`src/rtl/hilo_pkg.sv`:
```
// -----------------------------------------------------------------------------
// hilo_pkg
// Shared definitions for the HI/LO register unit and its iterative divider:
//   - hilo_en write-select codes (EN_LO / EN_HI / EN_NONE / EN_BOTH)
//   - hilo_mf read-select codes  (MF_LO / MF_HI)
//   - divider state encoding      (IDLE / BUSY / DONE)
//   - DIV_CYCLES: quotient bits produced, one per cycle (fixed at 32)
//   - abs32(): magnitude helper used when latching signed operands
// -----------------------------------------------------------------------------
package hilo_pkg;

    localparam int DIV_CYCLES = 32;

    typedef enum logic [1:0] {
        EN_LO   = 2'b00,
        EN_HI   = 2'b01,
        EN_NONE = 2'b10,
        EN_BOTH = 2'b11
    } hilo_en_e;

    typedef enum logic [1:0] {
        MF_LO = 2'b00,
        MF_HI = 2'b01
    } hilo_mf_e;

    typedef enum logic [1:0] {
        IDLE = 2'b00,
        BUSY = 2'b01,
        DONE = 2'b10
    } div_state_e;

    // Two's-complement magnitude when the operand is treated as signed.
    // 0x80000000 maps to itself, which is the correct unsigned magnitude.
    function automatic logic [31:0] abs32(input logic [31:0] v, input logic use_sign);
        return (use_sign && v[31]) ? (~v + 32'd1) : v;
    endfunction

endpackage

```
`src/rtl/hilo_div_unit_if.sv`:
```
// -----------------------------------------------------------------------------
// hilo_div_unit_if
// Execute-stage bundle between the pipeline and the HI/LO unit.
//   Pipeline -> unit : hilo_en[1:0], hilo_mf[1:0], div, hassign, src_a[31:0],
//                      src_b[31:0], prod[63:0], cancel
//   Unit -> pipeline : stall, div_done, mf_data[31:0], hi[31:0], lo[31:0]
// master = pipeline side, slave = hilo_div_unit.
// -----------------------------------------------------------------------------
interface hilo_div_unit_if;

    logic [1:0]  hilo_en;
    logic [1:0]  hilo_mf;
    logic        div;
    logic        hassign;
    logic [31:0] src_a;
    logic [31:0] src_b;
    logic [63:0] prod;
    logic        cancel;
    logic        stall;
    logic        div_done;
    logic [31:0] mf_data;
    logic [31:0] hi;
    logic [31:0] lo;

    modport master (
        output hilo_en, hilo_mf, div, hassign, src_a, src_b, prod, cancel,
        input  stall, div_done, mf_data, hi, lo
    );

    modport slave (
        input  hilo_en, hilo_mf, div, hassign, src_a, src_b, prod, cancel,
        output stall, div_done, mf_data, hi, lo
    );

endinterface

```
`src/rtl/hilo_div_unit_div_core.sv`:
```
// -----------------------------------------------------------------------------
// div_core
// Restoring radix-2 divider, one quotient bit per cycle.
// Ports:
//   clk, rst_n      clock, synchronous active-low reset
//   start           request; honoured only in IDLE
//   cancel          abort; returns to IDLE from any state
//   signed_op       1 = signed (DIV), 0 = unsigned (DIVU); sampled with start
//   a, b            dividend / divisor; latched on the start edge only
//   done            high for the single DONE cycle
//   quo, rem        sign-corrected quotient / remainder, valid while done
// -----------------------------------------------------------------------------
module div_core #(
    parameter int DIV_CYCLES = hilo_pkg::DIV_CYCLES
) (
    input  logic        clk,
    input  logic        rst_n,
    input  logic        start,
    input  logic        cancel,
    input  logic        signed_op,
    input  logic [31:0] a,
    input  logic [31:0] b,
    output logic        done,
    output logic [31:0] quo,
    output logic [31:0] rem
);
    import hilo_pkg::*;

    localparam int CW = $clog2(DIV_CYCLES);

    div_state_e    state_reg, state_next;
    logic [CW-1:0] cnt_reg;
    logic [63:0]   acc_reg;      // {remainder, quotient/dividend}
    logic [31:0]   divisor_reg;
    logic          sign_a_reg;   // already gated by the signed flag
    logic          sign_b_reg;

    logic [32:0]   trial;
    logic [63:0]   acc_step;
    logic [31:0]   q_mag;
    logic [31:0]   r_mag;
    logic          div_zero;

    // ---------------- FSM ----------------
    always_ff @(posedge clk) begin
        if (!rst_n) begin
            state_reg <= IDLE;
        end else begin
            state_reg <= state_next;
        end
    end

    always_comb begin
        state_next = state_reg;
        case (state_reg)
            IDLE:    if (start) state_next = BUSY;
            BUSY:    if (cnt_reg == CW'(DIV_CYCLES - 1)) state_next = DONE;
            DONE:    state_next = IDLE;
            default: state_next = IDLE;
        endcase
        if (cancel) begin
            state_next = IDLE;
        end
    end

    // ---------------- iteration step ----------------
    // After the left shift the partial remainder is acc_reg[63:31] (33 bits);
    // subtracting the zero-extended divisor leaves a negative result (bit 32
    // set) exactly when the trial fails.
    always_comb begin
        trial = acc_reg[63:31] - {1'b0, divisor_reg};
        if (trial[32]) begin
            acc_step = {acc_reg[62:0], 1'b0};
        end else begin
            acc_step = {trial[31:0], acc_reg[30:0], 1'b1};
        end
    end

    // ---------------- datapath ----------------
    always_ff @(posedge clk) begin
        if (!rst_n) begin
            cnt_reg     <= '0;
            acc_reg     <= '0;
            divisor_reg <= '0;
            sign_a_reg  <= 1'b0;
            sign_b_reg  <= 1'b0;
        end else if (state_reg == IDLE && start && !cancel) begin
            cnt_reg     <= '0;
            acc_reg     <= {32'd0, abs32(a, signed_op)};
            divisor_reg <= abs32(b, signed_op);
            sign_a_reg  <= signed_op & a[31];
            sign_b_reg  <= signed_op & b[31];
        end else if (state_reg == BUSY) begin
            cnt_reg <= cnt_reg + 1'b1;
            acc_reg <= acc_step;
        end
    end

    // ---------------- sign fix ----------------
    // Divide by zero leaves the all-ones quotient untouched. The remainder is
    // still re-signed, which turns |a| back into the original dividend, so HI
    // ends up holding src_a in both modes.
    assign q_mag    = acc_reg[31:0];
    assign r_mag    = acc_reg[63:32];
    assign div_zero = (divisor_reg == 32'd0);

    assign quo  = ((sign_a_reg ^ sign_b_reg) && !div_zero) ? (~q_mag + 32'd1) : q_mag;
    assign rem  = sign_a_reg ? (~r_mag + 32'd1) : r_mag;
    assign done = (state_reg == DONE);

endmodule

```
`src/rtl/hilo_div_unit.sv`:
```
// -----------------------------------------------------------------------------
// hilo_div_unit
// Execute-stage HI/LO registers with an iterative 32-bit DIV/DIVU.
// Ports:
//   clk      sole clock, rising edge
//   rst_n    synchronous active-low reset
//   bus      hilo_div_unit_if.slave:
//              hilo_en  11 {HI,LO}<=prod, 01 HI<=src_a, 00 LO<=src_a, 10 none
//              hilo_mf  01 read HI, 00 read LO, else 0 (combinational mf_data)
//              div/hassign/src_a/src_b  divide request and operands
//              cancel   flush; aborts a division with no write
//              stall    div & ~DONE & ~cancel
//              div_done pulse on the cycle the quotient/remainder commit
//              hi/lo    current register values
// -----------------------------------------------------------------------------
module hilo_div_unit #(
    parameter int DIV_CYCLES = hilo_pkg::DIV_CYCLES
) (
    input  logic             clk,
    input  logic             rst_n,
    hilo_div_unit_if.slave   bus
);
    import hilo_pkg::*;

    logic [31:0] hi_reg, lo_reg;
    logic [31:0] hi_next, lo_next;
    logic        core_done;
    logic        commit;
    logic [31:0] core_quo, core_rem;
    logic        rd_hi, rd_lo;

    // The core ignores start outside IDLE, so div held high through BUSY and
    // DONE belongs to the same instruction and never restarts it.
    div_core #(
        .DIV_CYCLES (DIV_CYCLES)
    ) u_div_core (
        .clk       (clk),
        .rst_n     (rst_n),
        .start     (bus.div & ~bus.cancel),
        .cancel    (bus.cancel),
        .signed_op (bus.hassign),
        .a         (bus.src_a),
        .b         (bus.src_b),
        .done      (core_done),
        .quo       (core_quo),
        .rem       (core_rem)
    );

    // A flush in the DONE cycle also suppresses the commit.
    assign commit       = core_done & ~bus.cancel;
    assign bus.div_done = commit;
    assign bus.stall    = bus.div & ~core_done & ~bus.cancel;

    // ---------------- write-priority mux ----------------
    always_comb begin
        hi_next = hi_reg;
        lo_next = lo_reg;
        case (bus.hilo_en)
            EN_BOTH: {hi_next, lo_next} = bus.prod;
            EN_HI:   hi_next = bus.src_a;
            EN_LO:   lo_next = bus.src_a;
            default: ;
        endcase
        // Divider result overrides any concurrent hilo_en write.
        if (commit) begin
            hi_next = core_rem;
            lo_next = core_quo;
        end
    end

    always_ff @(posedge clk) begin
        if (!rst_n) begin
            hi_reg <= '0;
            lo_reg <= '0;
        end else begin
            hi_reg <= hi_next;
            lo_reg <= lo_next;
        end
    end

    // ---------------- read mux (registered values only) ----------------
    assign rd_hi = (bus.hilo_mf == MF_HI);
    assign rd_lo = (bus.hilo_mf == MF_LO);

    for (genvar gi = 0; gi < 32; gi++) begin : g_mf
        assign bus.mf_data[gi] = (rd_hi & hi_reg[gi]) | (rd_lo & lo_reg[gi]);
    end

    assign bus.hi = hi_reg;
    assign bus.lo = lo_reg;

endmodule

```
`src/flat_wrapper.sv`:
```
// flat-port wrapper written by rule: the top's interface ports become plain ports
module hilo_div_unit_flat import hilo_pkg::*;
#(
    parameter int DIV_CYCLES = hilo_pkg::DIV_CYCLES
)
  (clk, rst_n, bus_hilo_en, bus_hilo_mf, bus_div, bus_hassign, bus_src_a, bus_src_b, bus_prod, bus_cancel, bus_stall, bus_div_done, bus_mf_data, bus_hi, bus_lo);
  hilo_div_unit_if bus_i ();
  input  logic clk;
  input  logic rst_n;
  input wire logic [$bits(bus_i.hilo_en)-1:0] bus_hilo_en;
  input wire logic [$bits(bus_i.hilo_mf)-1:0] bus_hilo_mf;
  input wire logic [$bits(bus_i.div)-1:0] bus_div;
  input wire logic [$bits(bus_i.hassign)-1:0] bus_hassign;
  input wire logic [$bits(bus_i.src_a)-1:0] bus_src_a;
  input wire logic [$bits(bus_i.src_b)-1:0] bus_src_b;
  input wire logic [$bits(bus_i.prod)-1:0] bus_prod;
  input wire logic [$bits(bus_i.cancel)-1:0] bus_cancel;
  output wire logic [$bits(bus_i.stall)-1:0] bus_stall;
  output wire logic [$bits(bus_i.div_done)-1:0] bus_div_done;
  output wire logic [$bits(bus_i.mf_data)-1:0] bus_mf_data;
  output wire logic [$bits(bus_i.hi)-1:0] bus_hi;
  output wire logic [$bits(bus_i.lo)-1:0] bus_lo;
  assign bus_i.hilo_en = bus_hilo_en;
  assign bus_i.hilo_mf = bus_hilo_mf;
  assign bus_i.div = bus_div;
  assign bus_i.hassign = bus_hassign;
  assign bus_i.src_a = bus_src_a;
  assign bus_i.src_b = bus_src_b;
  assign bus_i.prod = bus_prod;
  assign bus_i.cancel = bus_cancel;
  assign bus_stall = bus_i.stall;
  assign bus_div_done = bus_i.div_done;
  assign bus_mf_data = bus_i.mf_data;
  assign bus_hi = bus_i.hi;
  assign bus_lo = bus_i.lo;
  hilo_div_unit #(.DIV_CYCLES(DIV_CYCLES)) u_core (.clk(clk), .rst_n(rst_n), .bus(bus_i));
endmodule
```
`config.mk`:
```
export PLATFORM = sky130hd
export DESIGN_NAME = hilo_div_unit_flat
export DESIGN_NICKNAME = d
export VERILOG_FILES = /design/src/rtl/hilo_pkg.sv /design/src/rtl/hilo_div_unit_if.sv /design/src/rtl/hilo_div_unit_div_core.sv /design/src/rtl/hilo_div_unit.sv /design/src/flat_wrapper.sv
export SDC_FILE = /design/constraint.sdc
export NUM_CORES = 1
export LEC_CHECK = 0
export ABC_AREA = 1
export CELL_PAD_IN_SITES_DETAIL_PLACEMENT = 1
export CELL_PAD_IN_SITES_GLOBAL_PLACEMENT = 1
export CORE_ASPECT_RATIO = 0.5
export CORE_MARGIN = 2
export CORE_UTILIZATION = 40
export DETAILED_ROUTE_END_ITERATION = 10
export DONT_BUFFER_PORTS = 1
export PLACE_DENSITY_LB_ADDON = 0.08
export SLEW_MARGIN = 20
export SYNTH_ARGS = -nofsm -noshare
export SYNTH_HDL_FRONTEND = slang
export SYNTH_HIERARCHICAL = 1
export SYNTH_SLANG_ARGS = --single-unit
```
`constraint.sdc`:
```
create_clock -name clk -period 2.3 [get_ports clk]
set_clock_uncertainty 0.2 [all_clocks]
set_input_delay 0 -clock clk [delete_from_list [all_inputs] [get_ports clk]]
set_output_delay 0 -clock clk [all_outputs]
set_load 0.005 [all_outputs]
```
==> impl_results.rst <==
.. list-table::
   :header-rows: 1

   * - Metric
     - Value
   * - Clock Power Share
     - 0.255
   * - Synthesized-area fraction occupied by xor and xnor cells
     - 0.0562
   * - Startpoint of the worst setup timing path
     - u_core/u_div_core/divisor_reg[6]$_SDFFE_PN0P_
   * - Worst-path clk slew
     - 0.10 ns
   * - Final count of negative-setup-slack endpoints
     - 94
   * - Top fanout value on the critical path
     - 6
   * - Status
     - complete, but fails checks
   * - Pin count of the biggest net entering global routing
     - 49
   * - Fraction of the mapped netlist area in compound gates
     - 0.142
   * - Crit path max-delay cell type
     - sky130_fd_sc_hd__dfxtp_2
   * - Port Buffers
     - 0
   * - Detailed-router iteration count before antenna repair
     - 6
   * - Floorplan core area
     - 37,200 um2
   * - Residual overflow from global routing
     - 0
   * - #FFs+latches synth
     - 169
   * - Leakage component of the power
     - 11.0 nW
   * - Pwr Density
     - 551 nW/um2
   * - DRC errors left
     - 0
   * - Arrival time of data at the critical path endpoint
     - 3.13 ns
   * - Startpoint type of the worst setup path
     - flop
   * - Relative area change from synthesis to final layout
     - 49.2%
   * - Switching Share
     - 0.444
   * - Kind of cell adding the most delay to the critical path
     - simple AND/OR/NAND/NOR gates
   * - Routed length on met2
     - 43,800 um
   * - Portion of the clock cycle consumed by the worst path in the final layout
     - 1.28
   * - Total placed cells including tap cells
     - 3,296
   * - Type of the setup path with the least slack
     - reg2reg
   * - Capture instance of the worst register-to-register path
     - u_core/u_div_core/acc_reg[35]$_SDFFE_PP0P_
   * - Detailed placement HPWL
     - 51,100 um
   * - Mean instance size in the synthesized netlist
     - 5.57 um2
   * - Maxcap violations
     - 0
   * - Commonest non-fill, non-tap cells in the layout
     - 732 x sky130_fd_sc_hd__nand2_1, 445 x sky130_fd_sc_hd__inv_1, 256 x sky130_fd_sc_hd__dlygate4sd3_1, 253 x sky130_fd_sc_hd__buf_4, 209 x sky130_fd_sc_hd__nor2_1
   * - Average routed wire per standard cell
     - 26.6 um
   * - Count of flip-flops with a built-in enable after synthesis
     - 0
   * - Share of cells above drive strength 1
     - 0.217
   * - Row count
     - 50
   * - Sum of routed wire length over all layers
     - 97,400 um
   * - Setup slack of the worst register-to-register path
     - -0.65 ns
   * - RSZ-0062 raised after global routing
     - true
   * - Launch point of the worst reg-to-reg path
     - u_core/u_div_core/divisor_reg[6]$_SDFFE_PN0P_
   * - Via total after detailed routing
     - 22,500
   * - Internal Power
     - 6.85 mW
   * - Largest family of logic cells by synthesized area
     - simple AND/OR/NAND/NOR gates
   * - Peak VDD IR
     - 0.000358 V
   * - Global-route wire length before repair
     - 116,000 um
   * - Final number of hold-violating endpoints
     - 0
   * - Die height
     - 141 um
   * - Synth Area in Adders
     - 0.0331
   * - Starting utilization of the core area
     - 0.403
   * - Global routing usage summed across all routing layers
     - 0.381
   * - Area of the mapped netlist
     - 15,000 um2
   * - Clock root buffer master
     - sky130_fd_sc_hd__clkbuf_16
   * - Synth warn
     - 6
   * - Layout Nets
     - 3,328
   * - Violation count after the first detailed-route iteration
     - 2,791
   * - H-tree Lvls
     - 4
   * - Fill cell count
     - 5,054
   * - Clock buffer depth
     - 2
   * - Routed length on met1
     - 34,800 um
   * - Minimum period implied by the final worst setup slack
     - 2.95 ns
   * - Ports placed on the boundary
     - 235
   * - Initial antenna violation count
     - 6
   * - Synthesized Nets
     - 2,861
   * - Commonest non-fill, non-tap cell in the layout
     - sky130_fd_sc_hd__nand2_1
   * - Final Instance Count excl. Fillers
     - 3,667
   * - Share of total power in combinational logic
     - 0.474
   * - Final estimated routing congestion in global placement
     - 0.916
   * - TritonCTS Sinks
     - 169
   * - Worst Max-Slew Pin Slew
     - 1.02 ns
   * - Distinct cell type count after synthesis
     - 49
   * - Hold WC Path Type
     - in2reg
   * - Number of global-route vias before repair
     - 20,500
   * - Required time of the worst setup path
     - 2.48 ns
   * - Fraction of the mapped netlist area in simple logic gates
     - 0.383
   * - Max-slew violation count
     - 0
   * - TritonCTS buffer count
     - 17
   * - Library cell appearing most often on the critical path
     - sky130_fd_sc_hd__nand2_4
   * - Clock tree from TritonCTS
     - done
   * - Critical-path cell list
     - inv_1 > ha_1 > nand2_1 > inv_1 > a21oi_1 > nand2_2 > nand2_2 > nand2_4 > nand2_4 > nand2_4 > nand2_4 > nand2_8 > buf_6 > nand2_2 > nand3_1 > a21oi_1
   * - Power share of the sequential group
     - 0.271
   * - Detail Route met3 WL
     - 9960 um
   * - Worst setup path end
     - u_core/u_div_core/acc_reg[35]$_SDFFE_PP0P_
   * - Nature of the critical path endpoint
     - flop
   * - Path length in cells of the critical path
     - 16
   * - Number of antenna-violating nets in the routed design
     - 0
   * - Buffer and inverter count on the worst path
     - 3
   * - Multiplexer area fraction after synthesis
     - 0
   * - Maximum frequency from static timing analysis
     - 339 MHz
   * - Detailed-route vias per instance
     - 6.13
   * - Relative slew slack
     - 0.320
   * - Clock latency at the later pin of the worst-skew pair
     - 0.49 ns
   * - Violated checks
     - negative setup slack
   * - Post-Synthesis Cells
     - 2,685
   * - Largest stage delay, worst path
     - 0.47 ns
   * - Switching power total
     - 5.47 mW
   * - Highest routed metal layer
     - met4
   * - Max reg flops
     - 64
   * - Horizontal die dimension
     - 278 um
   * - Share of async-settable or async-resettable flops after synthesis
     - 0
   * - Top flip-flop cell by instance count after synthesis
     - sky130_fd_sc_hd__dfxtp_1
   * - Sequential area share after synthesis
     - 0.226
   * - Fin worst setup slack
     - -0.649 ns
   * - Post-Place Worst Slack
     - -0.275 ns
   * - Length in cells of the worst reg-to-reg path
     - 16
   * - Die Footprint
     - 39,100 um2
## how the worst min path moves through the flow
stage	start	end	slack, ns	depth (start not counted)
floorplan	bus_cancel	bus_stall	-0.17	1
global placement	bus_cancel	bus_stall	-0.16	1
detailed placement	bus_cancel	bus_stall	-0.16	1
CTS	rst_n	u_core/bus.lo[0]$_SDFFE_PN0P_	0.0005	3
global route	rst_n	u_core/bus.hi[21]$_SDFFE_PN0P_	-0.005	3
finish	rst_n	u_core/bus.hi[21]$_SDFFE_PN0P_	0.004	3
## Yosys cell counts (all sizes together), types with 2 or more instances
cell type  instances  area, um2
a21oi            138        721
a31oi             25        156
and2               2       12.5
and3               2       12.5
buf               58        310
clkbuf            55        206
clkinv             2       7.51
dfxtp            169       3380
ha                38        475
inv              497       1870
nand2            829       3170
nand3            191        976
nand3b             5       37.5
nand4             25        156
nor2             268       1040
nor3              31        185
nor4              13       81.3
o211ai            10       75.1
o21ai            195        983
o21bai             2       15.0
o221ai             5       43.8
o22ai             10       62.6
o31ai              3       22.5
or2                8       50.1
xnor2              9       78.8
xor2              87        762
## cells by family after synthesis
| kind of cell | count (synthesis) |
|---|---|
| simple gates | 1376 |
| buf+inv | 612 |
| compound gates | 393 |
| flops | 169 |
| xor+xnor | 96 |
| fa+ha+maj | 39 |
## repair_timing
item | CTS | global route
gates resized for setup | 140 | 269
setup buffers | 22 | 44
hold endpoints to repair | 197 | 3
pin swaps | 45 | 119
hold buffers | 266 | 5
endpoints found under the setup margin | 68 | 138
gates cloned | 4 | 4
## metal layers
layer / GRT usage / up-vias
li1: - / 9270
met1: 0.474 / 10700
met2: 0.666 / 1817
met3: 0.0479 / 675
met4: 0.170 / 0
met5: 0 / -
## through the flow
step	total power [mW]	setup TNS [ns]	area, um2	utilization	hold slack, ns
finish	12.3	-25.09	22300	0.601	0.00357
global route	12.6	-30.23	22300	0.601	-0.00477
CTS	10.8	-4.99	21000	0.566	0.000490
detailed placement	6.98	-8.78	17000	0.456	-0.162
global placement	6.89	-5.75	17000	0.456	-0.162
floorplan	5.53	0	15000	-	-0.166
## worst register-to-register path: stages, from the launching register on
cell and delay [ns]:
sky130_fd_sc_hd__dfxtp_2 0.47, sky130_fd_sc_hd__inv_1 0.15, sky130_fd_sc_hd__ha_1 0.34, sky130_fd_sc_hd__nand2_1 0.19
sky130_fd_sc_hd__inv_1 0.08, sky130_fd_sc_hd__a21oi_1 0.18, sky130_fd_sc_hd__nand2_2 0.11, sky130_fd_sc_hd__nand2_2 0.10
sky130_fd_sc_hd__nand2_4 0.07, sky130_fd_sc_hd__nand2_4 0.11, sky130_fd_sc_hd__nand2_4 0.09, sky130_fd_sc_hd__nand2_4 0.10
sky130_fd_sc_hd__nand2_8 0.10, sky130_fd_sc_hd__buf_6 0.17, sky130_fd_sc_hd__nand2_2 0.06, sky130_fd_sc_hd__nand3_1 0.09
sky130_fd_sc_hd__a21oi_1 0.24
## power groups by stage
stage	logic, mW	clock network, mW	registers [mW]
after floorplan	2.25	0	3.27
after global placement	3.54	0	3.35
after detailed placement	3.62	0	3.36
after CTS	4.55	3.00	3.30
after global routing	6.05	3.22	3.34
final	5.83	3.14	3.34
## final cells by class
class / count / area [um2] / area share
clock buffers: 17 / 425 / 0.0190
flip-flops and latches: 169 / 3410 / 0.153
multi-input cells: 1904 / 10500 / 0.472
inverters: 499 / 1890 / 0.0845
repair buffers: 561 / 5290 / 0.237
diodes: 8 / 20.0 / 0.000896
clock inverters: 15 / 156 / 0.00700
well taps: 494 / 618 / 0.0277
No activity file was read; power rests on OpenSTA's default activity.
